--- config.mk ---
export PLATFORM = sky130hd
export DESIGN_NAME = scan_sequencer_flat
export DESIGN_NICKNAME = d
export VERILOG_FILES = /design/src/rtl/scan_sequencer_pkg.sv /design/src/rtl/scan_sequencer_if.sv /design/src/rtl/scan_sequencer_next_ch.sv /design/src/rtl/scan_sequencer.sv /design/src/flat_wrapper.sv
export SDC_FILE = /design/constraint.sdc
export NUM_CORES = 1
export LEC_CHECK = 0
export ABC_AREA = 1
export CORE_ASPECT_RATIO = 1.1
export CORE_UTILIZATION = 52
export CTS_CLUSTER_SIZE = 10
export DETAILED_ROUTE_END_ITERATION = 10
export GPL_TIMING_DRIVEN = 1
export PLACE_DENSITY_LB_ADDON = 0.05
export RECOVER_POWER = 25
export SLEW_MARGIN = 15
export SYNTH_ARGS = -nofsm -noshare
export SYNTH_HDL_FRONTEND = slang
export SYNTH_SLANG_ARGS = --single-unit
--- constraint.sdc ---
create_clock -name clk -period 2.5 [get_ports clk]
set_input_delay 0.5 -clock clk [delete_from_list [all_inputs] [get_ports clk]]
set_output_delay 0.5 -clock clk [all_outputs]
set_load 0.02 [all_outputs]
--- src/rtl/scan_sequencer_pkg.sv ---
// Shared types and default sizing for the spectrogram scan sequencer.
package scan_pkg;

    typedef enum logic [2:0] {
        StIdle,
        StLoad,
        StDwell,
        StHandoff,
        StDone
    } scan_state_t;

    localparam int unsigned DEF_NUM_CH  = 16;
    localparam int unsigned DEF_SEL_W   = 4;
    localparam int unsigned DEF_DWELL_W = 4;
    localparam int unsigned RTC_CH      = 0;

endpackage

--- src/rtl/scan_sequencer_if.sv ---
// Control/handoff bundle between the scan sequencer (master) and its
// trigger source / readout consumer (slave).
interface scan_sequencer_if #(
    parameter int unsigned NUM_CH  = scan_pkg::DEF_NUM_CH,
    parameter int unsigned SEL_W   = scan_pkg::DEF_SEL_W,
    parameter int unsigned DWELL_W = scan_pkg::DEF_DWELL_W
);
    logic               ovf;
    logic [NUM_CH-1:0]  ch_mask;
    logic [DWELL_W-1:0] dwell;
    logic               slot_ready;
    logic               overrun_clr;
    logic [SEL_W-1:0]   selection;
    logic               sl;
    logic               slot_valid;
    logic               frame_done;
    logic               busy;
    logic               overrun;

    modport master (
        input  ovf, ch_mask, dwell, slot_ready, overrun_clr,
        output selection, sl, slot_valid, frame_done, busy, overrun
    );

    modport slave (
        output ovf, ch_mask, dwell, slot_ready, overrun_clr,
        input  selection, sl, slot_valid, frame_done, busy, overrun
    );
endinterface

--- src/rtl/scan_sequencer_next_ch.sv ---
// Priority encoder: lowest set mask bit (first=1) or lowest set bit above cur.
module scan_next_ch
    import scan_pkg::*;
#(
    parameter int unsigned NUM_CH = DEF_NUM_CH,
    parameter int unsigned SEL_W  = DEF_SEL_W
) (
    input  logic [NUM_CH-1:0] mask,
    input  logic [SEL_W-1:0]  cur,
    input  logic              first,
    output logic [SEL_W-1:0]  nxt_idx,
    output logic              found
);

    // Scan downward so the lowest qualifying index is the last one written.
    always_comb begin
        nxt_idx = '0;
        found   = 1'b0;
        for (int i = NUM_CH - 1; i >= 0; i--) begin
            if (mask[i] && (first || (i > int'(cur)))) begin
                nxt_idx = SEL_W'(i);
                found   = 1'b1;
            end
        end
    end

endmodule

--- src/rtl/scan_sequencer.sv ---
// Frame scheduler walking enabled channels with programmable dwell and handoff.
// Optional: SCAN_PENDING_TRIGGER_EN queues one trigger that arrives while busy.
module scan_sequencer
    import scan_pkg::*;
#(
    parameter int unsigned NUM_CH  = DEF_NUM_CH,
    parameter int unsigned SEL_W   = DEF_SEL_W,
    parameter int unsigned DWELL_W = DEF_DWELL_W
) (
    input logic              clk,
    input logic              reset_n,
    scan_sequencer_if.master bus
);

    scan_state_t        state_q;
    logic [DWELL_W-1:0] cnt_q;
    logic [DWELL_W-1:0] dwell_q;
    logic [NUM_CH-1:0]  mask_q;
    logic [SEL_W-1:0]   sel_q;
    logic               sl_q;
    logic               valid_q;
    logic               done_q;
    logic               overrun_q;
`ifdef SCAN_PENDING_TRIGGER_EN
    logic               pending_q;
`endif

    logic [NUM_CH-1:0]  enc_mask;
    logic               enc_first;
    logic [SEL_W-1:0]   enc_idx;
    logic               enc_found;

    // LOAD searches the live mask because mask_q is only being captured that cycle.
    assign enc_first = (state_q == StLoad);
    assign enc_mask  = enc_first ? bus.ch_mask : mask_q;

    scan_next_ch #(
        .NUM_CH (NUM_CH),
        .SEL_W  (SEL_W)
    ) u_next_ch (
        .mask    (enc_mask),
        .cur     (sel_q),
        .first   (enc_first),
        .nxt_idx (enc_idx),
        .found   (enc_found)
    );

    always_ff @(posedge clk or negedge reset_n) begin
        if (!reset_n) begin
            state_q   <= StIdle;
            cnt_q     <= '0;
            dwell_q   <= '0;
            mask_q    <= '0;
            sel_q     <= SEL_W'(RTC_CH);
            sl_q      <= 1'b0;
            valid_q   <= 1'b0;
            done_q    <= 1'b0;
            overrun_q <= 1'b0;
`ifdef SCAN_PENDING_TRIGGER_EN
            pending_q <= 1'b0;
`endif
        end else begin
            sl_q   <= 1'b0;
            done_q <= 1'b0;
            unique case (state_q)
                StIdle: begin
                    sel_q   <= SEL_W'(RTC_CH);
                    valid_q <= 1'b0;
                    if (bus.ovf) state_q <= StLoad;
                end
                StLoad: begin
                    mask_q  <= bus.ch_mask;
                    dwell_q <= bus.dwell;
`ifdef SCAN_PENDING_TRIGGER_EN
                    pending_q <= 1'b0;
`endif
                    if (enc_found) begin
                        sel_q   <= enc_idx;
                        cnt_q   <= '0;
                        sl_q    <= 1'b1;
                        state_q <= StDwell;
                    end else begin
                        done_q  <= 1'b1;
                        state_q <= StDone;
                    end
                end
                StDwell: begin
                    if (cnt_q == dwell_q) begin
                        valid_q <= 1'b1;
                        state_q <= StHandoff;
                    end else begin
                        cnt_q <= cnt_q + DWELL_W'(1);
                    end
                end
                StHandoff: begin
                    if (bus.slot_ready) begin
                        valid_q <= 1'b0;
                        if (enc_found) begin
                            sel_q   <= enc_idx;
                            cnt_q   <= '0;
                            sl_q    <= 1'b1;
                            state_q <= StDwell;
                        end else begin
                            done_q  <= 1'b1;
                            state_q <= StDone;
                        end
                    end
                end
                StDone: begin
                    sel_q <= SEL_W'(RTC_CH);
`ifdef SCAN_PENDING_TRIGGER_EN
                    state_q <= pending_q ? StLoad : StIdle;
`else
                    state_q <= StIdle;
`endif
                end
                default: state_q <= StIdle;
            endcase

            // Set has priority over clear; placed after the case so it overrides LOAD's clear.
            if (bus.ovf && (state_q != StIdle)) begin
                overrun_q <= 1'b1;
`ifdef SCAN_PENDING_TRIGGER_EN
                pending_q <= 1'b1;
`endif
            end else if (bus.overrun_clr) begin
                overrun_q <= 1'b0;
            end
        end
    end

    assign bus.selection  = sel_q;
    assign bus.sl         = sl_q;
    assign bus.slot_valid = valid_q;
    assign bus.frame_done = done_q;
    assign bus.busy       = (state_q != StIdle);
    assign bus.overrun    = overrun_q;

endmodule

--- src/flat_wrapper.sv ---
// flat-port wrapper written by rule: the top's interface ports become plain ports
module scan_sequencer_flat import scan_pkg::*;
#(
    parameter int unsigned NUM_CH  = DEF_NUM_CH,
    parameter int unsigned SEL_W   = DEF_SEL_W,
    parameter int unsigned DWELL_W = DEF_DWELL_W
)
  (clk, reset_n, bus_ovf, bus_ch_mask, bus_dwell, bus_slot_ready, bus_overrun_clr, bus_selection, bus_sl, bus_slot_valid, bus_frame_done, bus_busy, bus_overrun);
  scan_sequencer_if #(.NUM_CH(NUM_CH), .SEL_W(SEL_W), .DWELL_W(DWELL_W)) bus_i ();
  input logic clk;
  input logic reset_n;
  input wire logic [$bits(bus_i.ovf)-1:0] bus_ovf;
  input wire logic [$bits(bus_i.ch_mask)-1:0] bus_ch_mask;
  input wire logic [$bits(bus_i.dwell)-1:0] bus_dwell;
  input wire logic [$bits(bus_i.slot_ready)-1:0] bus_slot_ready;
  input wire logic [$bits(bus_i.overrun_clr)-1:0] bus_overrun_clr;
  output wire logic [$bits(bus_i.selection)-1:0] bus_selection;
  output wire logic [$bits(bus_i.sl)-1:0] bus_sl;
  output wire logic [$bits(bus_i.slot_valid)-1:0] bus_slot_valid;
  output wire logic [$bits(bus_i.frame_done)-1:0] bus_frame_done;
  output wire logic [$bits(bus_i.busy)-1:0] bus_busy;
  output wire logic [$bits(bus_i.overrun)-1:0] bus_overrun;
  assign bus_i.ovf = bus_ovf;
  assign bus_i.ch_mask = bus_ch_mask;
  assign bus_i.dwell = bus_dwell;
  assign bus_i.slot_ready = bus_slot_ready;
  assign bus_i.overrun_clr = bus_overrun_clr;
  assign bus_selection = bus_i.selection;
  assign bus_sl = bus_i.sl;
  assign bus_slot_valid = bus_i.slot_valid;
  assign bus_frame_done = bus_i.frame_done;
  assign bus_busy = bus_i.busy;
  assign bus_overrun = bus_i.overrun;
  scan_sequencer #(.NUM_CH(NUM_CH), .SEL_W(SEL_W), .DWELL_W(DWELL_W)) u_core (.clk(clk), .reset_n(reset_n), .bus(bus_i));
endmodule
==> results.md <==
- Pwr Density: 1330 nW/um^2
- Top cell type by total area after synthesis: dfrtp_1
- Average cell area after synthesis: 8.20 um^2
- Placer Congestion: 0.851
- HPWL after DPL: 2860 um
- Commonest cells in the synthesized netlist: nand2_1 (88), dfrtp_1 (34), nor2_1 (18), inv_1 (17), nand2_2 (14)
- I/O pin count: 34
- Area delta synth->final: 23.0%
- Hold WC Path Type: flip-flop to flip-flop
- Final Hold Violating Endpoints: 0
- Slew Limit Fails: 0
- Initial antenna violation count: 0
- Status: finished clean
- Ant diodes: 0
- CP startpoint kind: flip-flop
- Post-CTS setup buffer count: 0
- Post-route setup TNS: 0 ps
- Port bufs: 33
- CTS buffer count: 5
- DRT iter0 DRCs: 85
- Max Fclk: 0.448 GHz
- Crit Path Category: flip-flop to flip-flop
- Final WS setup: 269 ps
- Yosys cell types: 33
- Gate Count Post-Synth: 236
- Standard-cell rows: 22
- Final clock skew: 7.06 ps
- Nets: 301
- Vias: 1586
- Minimum clock period after layout: 2230 ps
- Drt pass-1 iters: 4
- Post-Syn Nets: 262
- Crit Path Max Fanout: 24
- Drt via density: 4.90
- Total of max-cap violations: 0
- Synth area leaders: dfrtp_1 (44%), nand2_1 (17%), nand2_2 (4.5%)
- Tot GR Track Use: 22.7%
- Worst Setup Slack post-DPL: 257 ps
- Hold buffers post-CTS: 0
- H-tree level count: 2
- Worst EP arrival: 2480 ps
- Relative slew slack: 43.9%
- Worst Max-Slew Pin Slew: 842 ps
- Routed WL per cell: 12.0 um
- Post-CTS resize count: 0
- Fraction of layout cells with a size suffix above 1: 18.8%
- Synth warn: 0
- Sequential share of the synthesized area: 44.0%
- Max Root-Sink Buffers: 2
- Die area: 3970 um^2
- Peak supply drop: 0.874 mV
- Die Y: 66.0 um
- Most used flip-flop cell after synthesis: dfrtp_1
- Number of synthesized flops with an enable pin: 0
- Starting Density: 56.2%
- Period utilisation layout: 89.2%
- Most common cell in the synthesized netlist: nand2_1
- Top-area cell type share of the netlist area: 44.0%
- Fill count: 304
- LEAKAGE: 1.18 nW
- DRC: 0
- Reg clk slew, reported paths: 100 ps
- Die width: 60.2 um
- Setup violations, final: 0
- Global-route wire length before repair: 6460 um
- Core area: 3440 um^2
- Number of global-route vias before repair: 1428
- DRT Wirelength: 3900 um
- Crit path required time: 2750 ps
- Sink Count: 34
- RSZ-0062 raised after global routing: no
- Netlist Area Pre-Place: 1930 um^2
- Post-route ant nets: 0
- Post-synth ARST share: 100%
- CP Capture Type: flip-flop
- Root Driver: clkbuf_4
- Worst-skew pair later-pin latency: 340 ps
- CTS tree: built
- Final core utilization: 69.1%
- Total gr overflow: 0
- Largest net degree at the start of global routing: 35
- Synth Register Bits: 34
==> layer usage <==
metal / track usage [%] / wire (um)
met5: 0 / 0
met4: 8.72 / 59
met3: 7.05 / 199
met2: 33.2 / 1740
met1: 31.0 / 1910
==> worst paths after layout <==
path / startpoint / to / slack, ps / cells after the start
min in group asynchronous: reset_n / u_core.dwell_q[3] / 770 / 2
worst min-delay path: u_core.mask_q[9] / u_core.mask_q[9] / 490 / 2
max in group asynchronous: reset_n / u_core.mask_q[10] / 1190 / 2
worst min register to register: u_core.mask_q[9] / u_core.mask_q[9] / 490 / 2
worst max-delay path: u_core.state_q[1] / u_core.cnt_q[2] / 270 / 16
worst max register to register: u_core.state_q[1] / u_core.cnt_q[2] / 270 / 16
==> power breakdown <==
part	internal (mW)	switching [mW]	total, mW
sequential	0.790	0.177	0.967
clock	0.192	0.187	0.379
combinational	0.690	1.12	1.81
==> cell families after synthesis <==
logic type / Yosys count / synth area share [%]
flops: 34 / 44.0
fa+ha+maj: 1 / 0.647
buf+inv: 25 / 6.66
simple gates: 144 / 36.0
xor+xnor: 6 / 2.72
compound gates: 26 / 10.0
==> critical path, cell delays in order, from the launching register on <==
cell and delay, ps:
dfrtp_1 440, inv_2 90, nand3_4 250, nand2_1 150
inv_1 90, o21ai_1 80, nand3_1 100, nand2_1 130
nor2_4 140, nand4_4 110, nand2_4 120, inv_6 50
nor2_4 110, inv_2 50, nand2_2 50, xor2_1 130
nor2_1 50
==> layout make-up <==
| cell class | instances | area, um^2 | share of cell area (%) |
|---|---|---|---|
| clock buffers | 8 | 78.8 | 3.31 |
| well taps | 48 | 60.1 | 2.52 |
| repair buffers | 36 | 350 | 14.7 |
| flip-flops and latches | 34 | 851 | 35.8 |
| multi-input cells | 177 | 955 | 40.1 |
| inverters | 21 | 83.8 | 3.52 |
==> stage by stage <==
step | hold slack, ps | instance area (um^2) | power, mW | std cells
4_1_cts | 499 | 2380 | 3.18 | 324
3_5_place_dp | 475 | 2300 | 2.79 | 316
5_1_grt | 514 | 2380 | 3.45 | 324
6_report | 494 | 2380 | 3.15 | 324
3_3_place_gp | 474 | 2300 | 2.76 | 316
2_1_floorplan | 204 | 1930 | 2.40 | 236
==> flip-flops by register name, summed over array words and instances, names as in the netlist <==
register / count
u_core.bus.sl: 1
u_core.bus.selection: 4
u_core.cnt_q: 4
u_core.mask_q: 15
u_core.bus.frame_done: 1
u_core.bus.overrun: 1
u_core.bus.slot_valid: 1
u_core.dwell_q: 4
u_core.state_q: 3
==> cell usage in the layout, fill, tap and decap left out, types with 4 or more instances in the layout <==
| cell type | count |
|---|---|
| nand3_1 | 6 |
| dfrtp_1 | 34 |
| clkbuf_4 | 5 |
| o211ai_2 | 4 |
| clkdlybuf4s50_1 | 32 |
| o21ai_0 | 7 |
| nand2_1 | 88 |
| nand2_2 | 14 |
| o21ai_2 | 5 |
| nor2_4 | 6 |
| nor2_1 | 18 |
| inv_1 | 17 |
| xnor2_1 | 4 |
(Power assumes the default switching activity.)
